<file path="src/rtl/multiplier.sv">
// Sequential shift-add multiply-accumulator: A = Q*B + R, one multiplier bit per clock.
// Inverse companion of the restoring divider; start is a level-sampled button in WAIT.
module multiplier #(
  parameter int n = 6
) (
  input  logic           CLK,
  input  logic           CLR,
  input  logic           BTN,
  input  logic [n-1:0]   Q,
  input  logic [n-1:0]   B,
  input  logic [n-1:0]   R,
  output logic [2*n-1:0] A,
  output logic           BUSY,
  output logic           DONE
);

  localparam int CW = $clog2(n + 1);
  localparam logic [CW-1:0] LAST_CNT = CW'(n - 1);

  typedef enum logic [1:0] {
    st_WAIT = 2'd0,
    st_ADD  = 2'd1,
    st_DONE = 2'd2
  } state_t;

  state_t         ps_q, ps_d;
  logic [2*n-1:0] mcand_q, mcand_d;
  logic [2*n-1:0] acc_q, acc_d;
  logic [2*n-1:0] a_q, a_d;
  logic [n-1:0]   mq_q, mq_d;
  logic [CW-1:0]  cnt_q, cnt_d;
  logic [2*n-1:0] sum;

  // Partial sum for the current multiplier bit; the carry-out cannot occur.
  assign sum = mq_q[0] ? (acc_q + mcand_q) : acc_q;

  always_ff @(posedge CLK or posedge CLR) begin
    if (CLR) begin
      ps_q    <= st_WAIT;
      mcand_q <= '0;
      acc_q   <= '0;
      a_q     <= '0;
      mq_q    <= '0;
      cnt_q   <= '0;
    end else begin
      ps_q    <= ps_d;
      mcand_q <= mcand_d;
      acc_q   <= acc_d;
      a_q     <= a_d;
      mq_q    <= mq_d;
      cnt_q   <= cnt_d;
    end
  end

  always_comb begin
    ps_d    = ps_q;
    mcand_d = mcand_q;
    acc_d   = acc_q;
    a_d     = a_q;
    mq_d    = mq_q;
    cnt_d   = cnt_q;
    case (ps_q)
      st_WAIT: begin
        if (BTN) begin
          mcand_d = {{n{1'b0}}, B};
          mq_d    = Q;
          acc_d   = {{n{1'b0}}, R};
          cnt_d   = '0;
          ps_d    = st_ADD;
        end
      end
      st_ADD: begin
        acc_d   = sum;
        mcand_d = mcand_q << 1;
        mq_d    = mq_q >> 1;
        cnt_d   = cnt_q + 1'b1;
        if (cnt_q == LAST_CNT) begin
          a_d  = sum;
          ps_d = st_DONE;
        end
      end
      st_DONE: ps_d = st_WAIT;
      default: ps_d = st_WAIT;
    endcase
  end

  assign A    = a_q;
  assign BUSY = (ps_q == st_ADD);
  assign DONE = (ps_q == st_DONE);

endmodule

</file>
<file path="config.mk">
export PLATFORM = sky130hd
export DESIGN_NAME = multiplier
export DESIGN_NICKNAME = d
export VERILOG_FILES = /design/src/rtl/multiplier.sv
export SDC_FILE = /design/constraint.sdc
export NUM_CORES = 1
export LEC_CHECK = 0
export CORE_ASPECT_RATIO = 0.8
export CORE_UTILIZATION = 50
export CTS_BUF_LIST = sky130_fd_sc_hd__clkbuf_4
export DETAILED_ROUTE_END_ITERATION = 6
export PLACE_DENSITY = 0.74
export SYNTH_ARGS = -nofsm -noshare
export SYNTH_HDL_FRONTEND = slang
export SYNTH_SLANG_ARGS = --single-unit
</file>
<file path="constraint.sdc">
create_clock -name CLK -period 2.4 [get_ports CLK]
set_clock_uncertainty 0.1 [all_clocks]
set_input_delay 0.24 -clock CLK [delete_from_list [all_inputs] [get_ports CLK]]
set_output_delay 0.24 -clock CLK [all_outputs]
set_load 0.01 [all_outputs]
</file>
=== Word level (Yosys, flattened, before mapping) ===
Index checks and enable logic that the tools add are counted.

* Bits in registers: 47
* Input port bits: 21
* Logic and storage cells: 30

* Add/subtract/negate cells: 2
* Equality and inequality tests: 5
* Mux-type cells: 12
* Reduce and logical (&&, ||, !) cells: 5

{| class="wikitable"
|+ Operators by type and width
! kind !! count
|-
| $pmux W12 S2 || 2
|-
| $mux W12 || 3
|-
| $add A12 B12 Y12 || 1
|-
| $pmux W6 S2 || 1
|-
| $mux W6 || 1
|-
| $pmux W3 S2 || 1
|-
| $reduce_and A2 Y1 || 3
|-
| $mux W2 || 2
|-
| $pmux W2 S2 || 1
|-
| $add A3 B1 Y3 const B || 1
|-
| $eq A3 B3 Y1 const B || 1
|-
| $mux W3 || 1
|-
| $eq A2 B1 Y1 const B || 1
|-
| $eq A2 B2 Y1 const B || 1
|-
| $logic_not A2 Y1 || 1
|-
| $ne A2 B1 Y1 const B || 1
|-
| $ne A2 B2 Y1 const B || 1
|-
| $reduce_bool A2 Y1 || 1
|}

=== Logic depth before layout (Yosys ltp) ===
* Word-level depth: 3
* Mapped depth: 9
* Mapped depth without buffers: 9

=== Worst setup path before layout ===
OpenSTA, ideal clock, no wires.

* Path type: flip-flop to flip-flop
* Start point: reg mcand_q[0]
* End point: reg acc_q[8]
* Data arrival time: 1.796 ns
* Slack: 0.378 ns
* Stages on the path, launching flop included: 10
* Buffers on the path: 0
* Period minus slack after synthesis: 2.022 ns
* Cell sequence: dfrtp_1 ha_1 inv_1 fa_1 nor2b_1 o31a_1 or2_1 a31o_1 xnor2_2 o21ai_1

* Cells in the longest elaborated chain, start to end: 3

{| class="wikitable"
|+ RTL lines
! what !! RTL line !! text
|-
| start, declared || 27 || <nowiki>logic [2*n-1:0] mcand_q, mcand_d;</nowiki>
|-
| start signal, assigned || 47 || <nowiki>mcand_q <= mcand_d;</nowiki>
|-
| $add A12 B12 Y12 || 35 || <nowiki>assign sum = mq_q[0] ? (acc_q + mcand_q) : acc_q;</nowiki>
|-
| $mux W12 || 35 ||
|-
| $pmux W12 S2 || 62 || <nowiki>case (ps_q)</nowiki>
|-
| end signal, assigned || 41 || <nowiki>acc_q <= '0;</nowiki>
|-
| end signal, assigned || 48 || <nowiki>acc_q <= acc_d;</nowiki>
|-
| end, declared || 28 || <nowiki>logic [2*n-1:0] acc_q, acc_d;</nowiki>
|}

Every way passes these cells.
A chain may end at the register's enable or synchronous reset.

=== Final worst setup path ===
* Start point: reg mcand_q[0]
* End point: reg a_q[6], in the netlist A[6]

* Cells in the longest elaborated chain, start to end: 2

{| class="wikitable"
|+ RTL lines
! what !! RTL line !! text
|-
| $add A12 B12 Y12 || 35 ||
|-
| $mux W12 || 35 ||
|-
| end signal, assigned || 42 || <nowiki>a_q <= '0;</nowiki>
|-
| end signal, assigned || 49 || <nowiki>a_q <= a_d;</nowiki>
|-
| end, declared || 29 || <nowiki>logic [2*n-1:0] a_q, a_d;</nowiki>
|}

Every way passes these cells.

==> impl_metrics.tcl <==
set metrics [dict create \
    outcome "finished, final reports clean" \
    wirelength_microns 5610 \
    cts_root_buf "sky130_fd_sc_hd__clkbuf_4" \
    yosysMostFrequentCell "sky130_fd_sc_hd__dfrtp_1" \
    ctsLongestPathBuffers 2 \
    critPathCaptureType "register" \
    share_of_the_synthesized_area_in_the_top_cell_type_pct 44.9 \
    num_antenna_cells 0 \
    fmaxAchievable_mhz 435 \
    layout-area-overhead-vs-synth_pct 19.9 \
    io_buffer_count 34 \
    r2r_start "mcand_q[0]" \
    holdWs_ns 0.218 \
    numCtsBuffers 5 \
    synth.yosys.seq_area_share_pct 44.9 \
    ir_worst_vdd_uv 706 \
    postCtsResizedCells 0 \
    syn-mean-instance-area_sq_um 9.48 \
    clock_sinks 47 \
    synthFlopType "sky130_fd_sc_hd__dfrtp_1" \
    worstPathArrival_ns 2.46 \
    grt_start_max_net_pins 48 \
    holdCritPathClass "input pin to asynchronous set/reset pin" \
    critical_path.n_buffers_inverters 1 \
    drtIter0Drc 119 \
    via_per_inst 5.60 \
    dp.final_hpwl_microns 4140 \
    post_synthesis_mux_area_share_pct 4.59 \
    maxCapViolations 0 \
    totalPowerFinal_w 0.00411 \
    worstSkewPairLatency_ns 0.37 \
    detailedRoute.firstPassIterationCount 4 \
    ios 35 \
    finalWorstPathRequiredPeriod_ns 2.30 \
    synthesis.area_sq_um 2620 \
    fp.dieArea_sq_um 5530 \
    final_max_slew_viol_count 0 \
    post-route-drc-count 0 \
    number_of_enable_type_register_cells_in_the_synthesized_netlist 0 \
    postSynthRegisterBits 47 \
    final_nets 346 \
    ys_top_cells_by_area "sky130_fd_sc_hd__dfrtp_1 (45%), sky130_fd_sc_hd__ha_1 (6.2%), sky130_fd_sc_hd__o21ai_0 (5.5%)" \
    post_synth_most_frequent_cells "sky130_fd_sc_hd__dfrtp_1 (47), sky130_fd_sc_hd__nand2_1 (35), sky130_fd_sc_hd__o21ai_0 (29)" \
    critical_path.max_fanout 3 \
    r2r_setup_slack_ns 0.1 \
    cellPowerDensity_nw_per_um2 1310 \
    yosys.area_share.xor_xnor_pct 2.96 \
    timing.critical_path.max_delay_family "compound AO/OA/AOI/OAI gates" \
    finalCritPeriodShare_pct 95.8 \
    synth-compound-area-share_pct 21.6 \
    path_class "register to register" \
    die_w_microns 82.9 \
    clock_pin_slew_reported_for_the_worst_setup_and_hold_paths_after_clock_tree_synthesis_ns 0.14 \
    dominant_combinational_cell_family_by_area_after_synthesis "compound AO/OA/AOI/OAI gates" \
    floorplan.core_area_sq_um 5040 \
    clock_tree.htree_level_count 2 \
    measured_slew_at_the_worst_slew_check_pin_ns 0.585 \
    timing_hold_violations_final 0 \
    synth_nets 311 \
    fin_cells 374 \
    globalRouteTotalUtil_pct 21.5 \
    synth_simple_gate_area_share_pct 14.1 \
    static-leakage-power_nw 1.41 \
    worst_r2r_path_depth 9 \
    finalSetupViolCount 0 \
    grt_antenna_before_repair 0 \
    first_global_vias 1991 \
    area_occupied_by_multi_input_gates_sq_um 1320 \
    placed_area_sq_um 3030 \
    final.setup.tns_ns 0 \
    initial_core_util_pct 52.0 \
    layout.cell_area.non_filler_sq_um 3140 \
    rsz0062_at_grt "no" \
    timing.max_slew.rel_slack_pct 61.0 \
    detailroute.via_count 2095 \
    post-cts-setup-buffers 0 \
    yosys.area_share.adder_pct 6.98 \
    drtAntennaViolNets 0 \
    cts_hold_buf 0 \
    ys_warn_count 0 \
    cts_tree "done" \
    grt_pass1_wl_microns 9230 \
    crit_path_max_incr_delay_ns 0.46 \
    layout-drive-gt1-share_pct 8.97 \
    post_detailed_route_wirelength_per_cell_microns 15.0 \
    nFillCells 422 \
    post-synth-top-area-cell "sky130_fd_sc_hd__dfrtp_1" \
    critPathLaunchType "register" \
    asyncSetResetFlopFracSynth_pct 100 \
    critical_path.slowest_cell "sky130_fd_sc_hd__dfrtp_1" \
    globalRoute.totalOverflow 0 \
    reg2reg_to "A[6]" \
    die-height_microns 66.7 \
    crit_path_cell_trace "ha_1, inv_1, fa_1, nor2b_1, o31a_1, or2_1, a21oi_1, xor2_1, o21ai_0" \
    place.detailed.instances 366 \
    synth_cell_types 47 \
    regArea_sq_um 1180 \
    gp_congestion 0.832 \
    core.rowCount 23 \
    critPathRequiredTime_ns 2.56 \
    gate_count_post_synth 276 \
]
[state kept, by name, summed over array words and instances (netlist names)]
register	flops
acc_q	12
ps_q	2
A	12
mcand_q	12
mq_q	6
cnt_q	3
[cells by family (layout without fill, tap and decap cells)]
group                    Yosys count  in the layout
flip-flops                        47             47
AND/OR/NAND/NOR                   80             80
adder cells (fa/ha/maj)           14             14
XOR/XNOR                           8              8
AO/OA/AOI/OAI                     87             87
multiplexers                      12             12
buffers and inverters             28             64
[worst max-delay path by stage]
stage                     startpoint        to  slack, ns  cells after the start
after floorplan           mcand_q[0]  acc_q[8]       0.38                      9
after global placement    mcand_q[0]      A[6]       0.18                      9
after detailed placement  mcand_q[0]      A[6]       0.15                      9
after CTS                 mcand_q[0]      A[6]       0.12                      9
after global routing      mcand_q[0]      A[6]       0.02                      9
final                     mcand_q[0]      A[6]        0.1                      9
[cell usage in the layout (no fill, tap or decap), drive strengths merged, types with 7 or more instances in the layout]
| cell | count |
|---|---|
| xnor2 | 7 |
| nand2 | 35 |
| dfrtp | 47 |
| mux2i | 12 |
| clkdlybuf4s50 | 34 |
| o21ai | 32 |
| buf | 10 |
| inv | 12 |
| a21oi | 23 |
| nor2 | 14 |
| ha | 13 |
[per-layer routing]
metal  share of wire, %  vias to the layer above  global-route usage, %
met5                  0                        -                      0
met2                 47                       33                   35.5
met3                2.9                        7                   3.72
li1                   -                     1044                      -
met4                1.1                        0                   6.68
met1                 49                     1011                   29.3
[layout make-up]
| cell class | instances | share of cell area [%] |
|---|---|---|
| Timing Repair Buffer | 44 | 13.2 |
| Sequential cell | 47 | 37.5 |
| Clock inverter | 2 | 1.91 |
| Inverter | 12 | 1.44 |
| Multi-Input combinational cell | 201 | 42.0 |
| Tap cell | 62 | 2.47 |
| Clock buffer | 6 | 1.44 |
[per-stage QoR]
stage          worst slack [ns]  util, %
5_1_grt                  0.0184     62.3
3_3_place_gp              0.181     60.2
2_1_floorplan             0.378        -
4_1_cts                   0.120     62.3
3_5_place_dp              0.150     60.2
6_report                 0.0997     62.3
[worst min-delay path, cell delays in order]
cell                              delay, ns
sky130_fd_sc_hd__clkdlybuf4s50_1       0.41
sky130_fd_sc_hd__inv_2                 0.05
sky130_fd_sc_hd__buf_4                 0.48
[report_power, final]
part           leakage, nW  internal, W  total (W)  switching, W
Clock               0.0559     0.000336   0.000596      0.000259
Combinational        0.762     0.000952    0.00215       0.00120
Sequential           0.596      0.00112    0.00137      0.000250
Note: power is estimated with default switching activity, not from simulation.
